--- src/rtl/keypad_entry.sv ---
`default_nettype none
// ============================================================================
//  Module      : keypad_entry
//  Description : Debounced 10-key digit entry for a cooking timer. A raw key
//                sample is synchronised, debounced by a four-state FSM and
//                each accepted press is shifted into a three-digit BCD
//                register (mins / tens / ones) while loading is enabled.
//  Revision    : 1.0 - initial release
// ============================================================================
module keypad_entry #(
    parameter int unsigned DEBOUNCE_CYCLES = 3
) (
    input  logic       clk,
    input  logic       clearn,
    input  logic [9:0] keypad,
    input  logic       load_en,
    input  logic       clear_digits,
    output logic [3:0] mins,
    output logic [3:0] tens,
    output logic [3:0] ones,
    output logic       key_valid,
    output logic [3:0] key_code
);

    localparam logic [7:0] c_DEB_LIMIT = 8'(DEBOUNCE_CYCLES);

    typedef enum logic [1:0] {
        S_IDLE     = 2'd0,
        S_DEBOUNCE = 2'd1,
        S_HELD     = 2'd2,
        S_RELEASE  = 2'd3
    } state_t;

    state_t     r_state;
    state_t     w_state_nxt;
    logic [9:0] r_sync;
    logic [7:0] r_cnt;
    logic [7:0] w_cnt_nxt;
    logic [7:0] w_cnt_inc;
    logic [3:0] r_code;
    logic [3:0] w_code_nxt;
    logic [3:0] w_dec;
    logic       w_none;
    logic       w_valid;
    logic       w_accept;
    logic [3:0] r_mins;
    logic [3:0] r_tens;
    logic [3:0] r_ones;
    logic       r_key_valid;
    logic [3:0] r_key_code;

    // Single synchronising stage; every decision below looks only at r_sync.
    always_ff @(posedge clk or negedge clearn) begin
        if (!clearn) begin
            r_sync <= 10'd0;
        end else begin
            r_sync <= keypad;
        end
    end

    // Sample classification: none, exactly-one-hot (valid) or invalid.
    assign w_none    = (r_sync == 10'd0);
    assign w_valid   = !w_none && ((r_sync & (r_sync - 10'd1)) == 10'd0);
    assign w_cnt_inc = r_cnt + 8'd1;

    // Binary encode of the sampled key; only meaningful when w_valid is set.
    always_comb begin
        w_dec = 4'd0;
        for (int i = 0; i < 10; i++) begin
            if (r_sync[i]) begin
                w_dec = 4'(i);
            end
        end
    end

    // FSM state, debounce counter and captured key code registers.
    always_ff @(posedge clk or negedge clearn) begin
        if (!clearn) begin
            r_state <= S_IDLE;
            r_cnt   <= 8'd0;
            r_code  <= 4'd0;
        end else begin
            r_state <= w_state_nxt;
            r_cnt   <= w_cnt_nxt;
            r_code  <= w_code_nxt;
        end
    end

    // Next-state logic; the counter saturates at the limit because every
    // path that reaches the limit also leaves the counting state.
    always_comb begin
        w_state_nxt = r_state;
        w_cnt_nxt   = r_cnt;
        w_code_nxt  = r_code;
        w_accept    = 1'b0;
        case (r_state)
            S_IDLE: begin
                if (w_valid) begin
                    w_state_nxt = S_DEBOUNCE;
                    w_code_nxt  = w_dec;
                    w_cnt_nxt   = 8'd1;
                end else begin
                    w_cnt_nxt   = 8'd0;
                end
            end
            S_DEBOUNCE: begin
                if (w_valid && (w_dec == r_code)) begin
                    w_cnt_nxt = w_cnt_inc;
                    if (w_cnt_inc >= c_DEB_LIMIT) begin
                        w_state_nxt = S_HELD;
                        w_accept    = 1'b1;
                    end
                end else begin
                    w_state_nxt = S_IDLE;
                    w_cnt_nxt   = 8'd0;
                end
            end
            S_HELD: begin
                // Any nonzero pattern, even another key, keeps us held.
                if (w_none) begin
                    w_state_nxt = S_RELEASE;
                    w_cnt_nxt   = 8'd1;
                end
            end
            S_RELEASE: begin
                if (w_none) begin
                    w_cnt_nxt = w_cnt_inc;
                    if (w_cnt_inc >= c_DEB_LIMIT) begin
                        w_state_nxt = S_IDLE;
                    end
                end else begin
                    w_state_nxt = S_HELD;
                end
            end
            default: begin
                w_state_nxt = S_IDLE;
                w_cnt_nxt   = 8'd0;
            end
        endcase
    end

    // Accept handling: pulse, key code and the digit shift register.
    // A clear request wins over a shift landing on the same edge.
    always_ff @(posedge clk or negedge clearn) begin
        if (!clearn) begin
            r_key_valid <= 1'b0;
            r_key_code  <= 4'd0;
            r_mins      <= 4'd0;
            r_tens      <= 4'd0;
            r_ones      <= 4'd0;
        end else begin
            r_key_valid <= w_accept;
            if (w_accept) begin
                r_key_code <= r_code;
            end
            if (clear_digits) begin
                r_mins <= 4'd0;
                r_tens <= 4'd0;
                r_ones <= 4'd0;
            end else if (w_accept && load_en) begin
                r_mins <= r_tens;
                r_tens <= r_ones;
                r_ones <= r_code;
            end
        end
    end

    assign mins      = r_mins;
    assign tens      = r_tens;
    assign ones      = r_ones;
    assign key_valid = r_key_valid;
    assign key_code  = r_key_code;

endmodule
`default_nettype wire

--- config.mk ---
export PLATFORM = sky130hd
export DESIGN_NAME = keypad_entry
export DESIGN_NICKNAME = d
export VERILOG_FILES = /design/src/rtl/keypad_entry.sv
export SDC_FILE = /design/constraint.sdc
export NUM_CORES = 1
export LEC_CHECK = 0
export CELL_PAD_IN_SITES_DETAIL_PLACEMENT = 1
export CELL_PAD_IN_SITES_GLOBAL_PLACEMENT = 2
export CORE_ASPECT_RATIO = 0.7
export CORE_UTILIZATION = 34
export DETAILED_ROUTE_END_ITERATION = 10
export PLACE_DENSITY_LB_ADDON = 0.1
export SLEW_MARGIN = 20
export SYNTH_ARGS = -nofsm -noshare
export SYNTH_HDL_FRONTEND = slang
export SYNTH_SLANG_ARGS = --single-unit
--- constraint.sdc ---
create_clock -name clk -period 3.6 [get_ports clk]
set_input_delay 0.54 -clock clk [delete_from_list [all_inputs] [get_ports clk]]
set_output_delay 0.54 -clock clk [all_outputs]
set_load 0.03 [all_outputs]
# ---- Yosys cells after proc, flatten, opt, wreduce, memory -nomap -nowiden
# Cells that the tools add are included.
dict set report totals {
  input_bits 14
  output_inout_bits 17
  ff_bits 41
}
dict set report op_classes {
  n_addsub 2
  bitwise 1
  magnitude_cmp 1
  muxes 30
  reduce_logical 11
  n_eq_ne 9
}
# op n
set op_table {}
lappend op_table {{4-bit 2-to-1 mux} 14}
lappend op_table {{8-bit one-hot mux with 4 select lines} 1}
lappend op_table {{8-bit 2-to-1 mux} 3}
lappend op_table {{10-bit zero test} 2}
lappend op_table {{2-bit 2-to-1 mux} 6}
lappend op_table {{10-bit bitwise AND} 1}
lappend op_table {{10-bit by 1-bit subtractor with 10-bit output (second input constant)} 1}
lappend op_table {{8-bit by 1-bit adder with 8-bit output (second input constant)} 1}
lappend op_table {{8-bit by 2-bit greater-or-equal comparator with 1-bit output (second input constant)} 1}
lappend op_table {{2-bit one-hot mux with 4 select lines} 1}
lappend op_table {{2-bit != test (second input constant)} 3}
lappend op_table {{3-bit != test (second input constant)} 2}
lappend op_table {{1-bit 2-to-1 mux} 5}
lappend op_table {{2-bit equality test (second input constant)} 2}
lappend op_table {{4-bit equality test} 1}
lappend op_table {{2-bit AND reduction} 2}
lappend op_table {{4-bit AND reduction} 1}
lappend op_table {{1-bit logical AND} 3}
lappend op_table {{2-bit by 1-bit equality test with 1-bit output (second input constant)} 1}
lappend op_table {{2-bit zero test} 1}
lappend op_table {{2-bit nonzero test} 1}
lappend op_table {{1-bit zero test} 1}

# ---- Logic depth before layout (Yosys ltp)
# Gate-level depths: netlist of the first run.
dict set report depth {
  ltp_word 16
  ltp_mapped 10
  depth_no_buf 7
}

# ---- Worst setup path before layout of the first run
# Ideal clock, no wire load.
dict set report synth_path {
  path_kind {register -> register}
  from {reg r_cnt[0]}
  to {reg r_mins[0] (netlist: mins[0])}
  synth_period_minus_slack_ps 2522
  path_buffers 3
  t_arrival_ps 2398
  path_stages_with_launch 11
  slack_ps 1078
  path_cell_list {dfrtp_1 ha_1 nand4_1 or2_2 buf_1 xnor2_1 nor4b_1 and4b_1 buf_6 buf_6 mux2i_1}
}
dict set report synth_between {
  elab_chain_cells 7
}
# item line
set synth_lines {}
lappend synth_lines {{from (decl)} 37} ;# logic [7:0] r_cnt;
lappend synth_lines {{from (signal assigned)} 84} ;# r_cnt <= w_cnt_nxt;
lappend synth_lines {{8-bit by 1-bit adder with 8-bit output} 64} ;# assign w_cnt_inc = r_cnt + 8'd1;
lappend synth_lines {{8-bit by 2-bit greater-or-equal comparator with 1-bit output} 109} ;# if (w_cnt_inc >= c_DEB_LIMIT) begin
lappend synth_lines {{1-bit 2-to-1 mux} 109}
lappend synth_lines {{1-bit 2-to-1 mux} 107} ;# if (w_valid && (w_dec == r_code)) begin
lappend synth_lines {{1-bit 2-to-1 mux} 96} ;# case (r_state)
lappend synth_lines {{1-bit logical AND} 160} ;# end else if (w_accept && load_en) begin
lappend synth_lines {{2-bit nonzero test (no line)} --}
lappend synth_lines {{to (signal assigned)} 161} ;# r_mins <= r_tens;
lappend synth_lines {{to (decl)} 46} ;# logic [3:0] r_mins;
# Every way passes these cells.
# A chain may end at the register's enable or synchronous reset.

# ---- Final worst setup path of the first run
dict set report layout_path {
  from {reg r_sync[2]}
  to {reg r_tens[2] (netlist: tens[2])}
}
dict set report layout_between {
  elab_chain_cells 14
  word_cells_on_any_way 20
}
# item line
set layout_lines {}
lappend layout_lines {{from (decl)} 36} ;# logic [9:0] r_sync;
lappend layout_lines {{from (signal assigned)} 57} ;# r_sync <= keypad;
lappend layout_lines {{4-bit 2-to-1 mux (8 in series)} 70} ;# if (r_sync[i]) begin
lappend layout_lines {{4-bit equality test} 107}
lappend layout_lines {{1-bit logical AND (*)} 107}
lappend layout_lines {{1-bit 2-to-1 mux (*)} 107}
lappend layout_lines {{1-bit 2-to-1 mux (*)} 96}
lappend layout_lines {{1-bit logical AND (*)} 160}
lappend layout_lines {{2-bit nonzero test (no line) (*)} --}
lappend layout_lines {{to (signal assigned)} 162} ;# r_tens <= r_ones;
lappend layout_lines {{to (decl)} 47} ;# logic [3:0] r_tens;
# Mark *: on every way between the ends. The rest lies on a longest branch, timed or not.

==> flow_summary.json, run 1 <==
{
  "status": "complete, no violations",
  "final_util_pct": 42.56,
  "grt_pass1_wl_um": 9632,
  "nNetsFinal": 273,
  "drt-initial-drc-count": 103,
  "hold_viol_final": 0,
  "fin_crit_sh_pct": 81.63,
  "grt_start_max_net_pins": 42,
  "crit_slowest_cell": "and4b_1",
  "async_reset_ff_share_pct": 100.0,
  "crit_chain": "or4_1 > a2111oi_2 > o22ai_1 > nor3_2 > and4b_1 > mux2i_1",
  "ys_seq_area_share_pct": 45.63,
  "num_vias": 1826,
  "die_h_um": 70.04,
  "synth-seq-cells": 41,
  "h-tree-depth": 2,
  "cts-root-buf": "clkbuf_8",
  "slew_headroom_pct": 39.50,
  "drc_errors": 0,
  "core_area_um2": 6306,
  "cp_num_buf_inv": 0,
  "ir_drop_v": 0.0001429,
  "ant_nets": 0,
  "vias_per_cell": 5.451,
  "antenna_found_initial": 0,
  "clkSinkCount": 41,
  "yosys_warnings": 0,
  "fin_area_um2": 2684,
  "syn_nets": 247,
  "grt_pass1_vias": 1871,
  "synth_flop_cell": "dfrtp_1",
  "cts_tree": "yes",
  "dpl_cell_area_um2": 2597,
  "maxSlewViolCount": 0,
  "place_hpwl_um": 3919,
  "final_common_cell": "dfrtp_1",
  "path_delay_family": "simple AND/OR/NAND/NOR gates",
  "nFillCells": 706,
  "stdcell_count": 335,
  "die_w_um": 99.20,
  "dr.pass1.iters": 4,
  "fmax_mhz": 340.3,
  "cts_buffers": 5,
  "ys_types": 49,
  "end_kind": "flip-flop",
  "synth_edf_count": 0,
  "tns_ns": 0,
  "hold_path.class": "in -> async",
  "critPathLaunchType": "flip-flop",
  "fp-row-count": 24,
  "numPortBuffers": 30,
  "tightest_slew_ns": 0.9075,
  "grt_usage_pct": 17.59,
  "start_util_pct": 35.65,
  "worstPathArrival_ns": 3.14,
  "area_delta_synth_final_pct": 19.37,
  "post_cts.repair.setup_buffers": 0,
  "cts_resized": 0,
  "die_area_um2": 6947,
  "max_stage_delay_ns": 0.71,
  "skew_ns": 0.006124,
  "wire_per_inst_um": 16.01,
  "period_minus_slack_ns": 2.939,
  "p_leak_nw": 1.053,
  "overflow": 0,
  "cts_hold_buf": 0,
  "antenna_cells": 0,
  "layout_common_cells": "dfrtp_1, clkdlybuf4s50_1, nand2b_1, nor2_1, nand2_1",
  "drive_gt1_share_pct": 10.51,
  "cap_violations": 0,
  "avgSynthCellArea_um2": 9.733,
  "worstPathRequired_ns": 3.80,
  "io_pins": 31,
  "grt_setup_unrepaired": "no",
  "startpoint": "r_sync[2]$_DFF_PN0_",
  "post-place-cells": 328,
  "setup_violations": 0,
  "rr_startpoint": "r_sync[2]$_DFF_PN0_",
  "crit_fanout": 12,
  "postSynthCellCount": 231,
  "clk_path_buf_depth": 2,
  "power_density_nw_per_um2": 317.4,
  "gp_congestion": 0.7304,
  "synth_area_um2": 2248,
  "drt_wl_total_um": 5363,
  "clk_pin_slew_worst_paths_ns": 0.07,
  "crit_type": "reg -> reg",
  "insertion_delay_ns": 0.28
}
## state kept, by name, summed over array words and instances (netlist names)
signal and flops:
r_code 4, r_state 2, r_cnt 8, r_sync 10, key_code 4, key_valid 1
tens 4, mins 4, ones 4
## synth_stat cells, types with 3 or more instances
library cell / n / area share (%)
a21oi_1: 12 / 2.7
a31oi_1: 3 / 0.83
clkbuf_1: 9 / 1.5
dfrtp_1: 41 / 46
inv_1: 7 / 1.2
mux2_2: 8 / 4.0
mux2i_1: 13 / 5.8
nand2_1: 17 / 2.8
nand2b_1: 18 / 5.0
nand3_1: 4 / 0.89
nor2_1: 18 / 3.0
nor3_1: 3 / 0.67
nor4_1: 6 / 1.7
nor4b_1: 3 / 1.2
o21ai_0: 16 / 3.6
or2_2: 3 / 0.83
or3_1: 3 / 0.83
## path summary, 6_finish.rpt
check	to	slack, ns	cells after the start
min in group clk	key_code[3]$_DFFE_PN0P_	0.51	1
hold / removal	mins[3]$_DFFE_PN0P_	0.38	1
setup reg to reg	tens[2]$_DFFE_PN0P_	0.66	6
max in group asynchronous	r_sync[1]$_DFF_PN0_	2.64	1
hold reg to reg	key_code[3]$_DFFE_PN0P_	0.51	1
setup / recovery	tens[2]$_DFFE_PN0P_	0.66	6
## power breakdown
part	switching, mW	internal (mW)
combinational	0.0284	0.0307
clock	0.146	0.152
sequential	0.0224	0.472
## per-stage QoR
step	setup slack, ns	hold slack (ns)	total power, mW
2_1_floorplan	1.078	0.2444	0.5291
3_3_place_gp	0.7482	0.4884	0.5636
3_5_place_dp	0.6884	0.5017	0.5638
4_1_cts	0.6634	0.4147	0.8692
5_1_grt	0.4079	0.4614	0.8996
6_report	0.6612	0.3765	0.8517
## routing by layer
layer	GRT usage, %	wire length, um	up-vias
met5	0	0	-
met4	3.595	26	0
met3	3.704	214	2
met2	24.32	2110	37
met1	27.83	3011	900
li1	-	-	887
## cell type report
type                       instances  area [um^2]  area share, %
tap                               78        97.59          3.636
multi-input combinational        168         1122          41.82
timing repair buffer              34        325.3          12.12
inverter                           7        26.28         0.9790
clock buffer                       7        86.33          3.217
sequential                        41         1026          38.23
## kinds of logic after synthesis
logic type	Yosys count	share of synthesized area (%)
mux	21	9.794
fa+ha+maj	2	1.113
flops	41	45.63
buf+inv	22	4.452
xor+xnor	3	1.169
simple gates	88	21.48
compound gates	54	16.36
No activity file was read; power rests on OpenSTA's default activity.
==> inputs of run 2 (changes only) <==
Clock period 3.6 ns to 2.74 ns, I/O delays scaled along.
==> run 2 against run 1 <==
Critical path depth is the same. Count of clock-buffer cells in the layout is the same. Cell count grew 1.2%. Maximum frequency grew 17%. First-iteration DRC count shrank 2.9%. Sequential power grew 31%. Worst setup slack lost 0.43 ns. Worst hold slack lost 0.14 ns. Non-clock buffer count grew 3. Critical endpoint is now r_code[3]$_DFFE_PN0P_. Largest power group unchanged. Highest routed layer unchanged.
==> flow_summary.json, run 2 (synthesis results as in run 1) <==
{
  "largest_reg_flops": 10,
  "p_leak_nw": 1.084,
  "fmax_mhz": 399.4,
  "cts_hold_buf": 0,
  "drc_errors": 0,
  "ant_nets": 0,
  "post-place-cells": 331,
  "drt-initial-drc-count": 100,
  "grt_pass1_wl_um": 9639,
  "crit_fanout": 7,
  "dr.pass1.iters": 4,
  "clk_path_buf_depth": 2,
  "clk_pin_slew_worst_paths_ns": 0.08,
  "core_area_um2": 6306,
  "post_cts.repair.setup_buffers": 0,
  "hold_path.class": "in -> async",
  "grt_usage_pct": 17.80,
  "worstPathRequired_ns": 2.92,
  "fp-row-count": 24,
  "final_util_pct": 43.61,
  "worstPathArrival_ns": 2.68,
  "insertion_delay_ns": 0.29,
  "place_hpwl_um": 4084,
  "ir_drop_v": 0.0001895,
  "setup_violations": 0,
  "die_w_um": 99.20,
  "vias_per_cell": 5.369,
  "wire_per_inst_um": 16.44,
  "grt_pass1_vias": 1853,
  "crit_type": "reg -> reg",
  "nNetsFinal": 276,
  "numPortBuffers": 30,
  "period_minus_slack_ns": 2.504,
  "final_common_cell": "dfrtp_1",
  "critPathLaunchType": "flip-flop",
  "clkSinkCount": 41,
  "tightest_slew_ns": 0.9058,
  "drt_wl_total_um": 5574,
  "skew_ns": 0.008259,
  "power_density_nw_per_um2": 423.7,
  "die_area_um2": 6947,
  "maxSlewViolCount": 0,
  "cts_resized": 0,
  "die_h_um": 70.04,
  "stdcell_count": 339,
  "largestRegisters": "r_sync (10), r_cnt (8)",
  "fin_crit_sh_pct": 91.38,
  "antenna_cells": 0,
  "antenna_found_initial": 0,
  "drive_gt1_share_pct": 13.41,
  "start_util_pct": 35.65,
  "cts_buffers": 5,
  "cts-root-buf": "clkbuf_8",
  "status": "complete, no violations",
  "cts_tree": "yes",
  "num_vias": 1820,
  "gp_congestion": 0.8003,
  "tns_ns": 0,
  "slew_headroom_pct": 39.61,
  "io_pins": 31,
  "reg2reg_slack_ns": 0.24,
  "h-tree-depth": 2,
  "hold_viol_final": 0,
  "cap_violations": 0,
  "nFillCells": 724,
  "overflow": 0,
  "area_delta_synth_final_pct": 22.32,
  "grt_setup_unrepaired": "no",
  "grt_start_max_net_pins": 42,
  "end_kind": "flip-flop",
  "regMostFlops": "r_sync",
  "layout_common_cells": "dfrtp_1, clkdlybuf4s50_1, nand2b_1, nor2_1, nand2_1"
}
[run 2: cell count changes in the layout (fill, tap and decap cells not counted), sizes merged]
cell	previous run	this run
buf	5	8
clkinv	0	1
[run 2: critical path, cell delays in order (launching register included)]
cell	delay [ns]
dfrtp_1	0.47
or4_4	0.60
or3_1	0.41
a31oi_4	0.23
nor3_2	0.09
nand2b_1	0.23
mux2_2	0.36
[run 2: layer usage]
metal | part of all wire, % | track usage, % | wire (um)
met1 | 56 | 27.84 | 3139
met2 | 39 | 24.40 | 2160
met3 | 4.3 | 4.004 | 238
met4 | 0.61 | 4.412 | 34
met5 | 0 | 0 | 0
[run 2: metrics by stage]
stage               power (mW)  area (um^2)  hold slack, ns  worst slack (ns)
finish                   1.165         2750          0.2393            0.2361
CTS                      1.185         2734          0.2769            0.1435
global placement        0.7414         2633          0.4970            0.2003
detailed placement      0.7420         2633          0.4985            0.1509
floorplan               0.6952         2248          0.1154            0.2175
global route             1.227         2750          0.3194           0.04233
[run 2: layout make-up]
| class | count | area, um^2 | share of cell area, % |
|---|---|---|---|
| multi-input cells | 168 | 1139 | 41.40 |
| flip-flops and latches | 41 | 1026 | 37.31 |
| repair buffers | 37 | 360.3 | 13.10 |
| well taps | 78 | 97.59 | 3.549 |
| clock buffers | 7 | 96.34 | 3.503 |
| inverters | 7 | 26.28 | 0.9554 |
| clock inverters | 1 | 5.005 | 0.1820 |
[run 2: path summary, 6_finish.rpt]
check	start	to	depth (start not counted)
max in group asynchronous	clearn	r_sync[1]$_DFF_PN0_	1
min in group clk	key_code[2]$_DFFE_PN0P_	key_code[2]$_DFFE_PN0P_	1
setup / recovery	r_sync[4]$_DFF_PN0_	r_code[3]$_DFFE_PN0P_	6
setup reg to reg	r_sync[4]$_DFF_PN0_	r_code[3]$_DFFE_PN0P_	6
hold / removal	clearn	tens[2]$_DFFE_PN0P_	1
hold reg to reg	key_code[2]$_DFFE_PN0P_	key_code[2]$_DFFE_PN0P_	1
[run 2: power breakdown]
part | switching [mW] | internal [mW]
combinational | 0.0380 | 0.0410
clock | 0.208 | 0.228
sequential | 0.0301 | 0.620
total | 0.276 | 0.889
==> inputs of run 3 (changes only) <==
Settings changed: SKIP_LAST_GASP from default to 1.
==> results of run 3 <==
Final layout, timing and power as in run 2 (identical DEF).
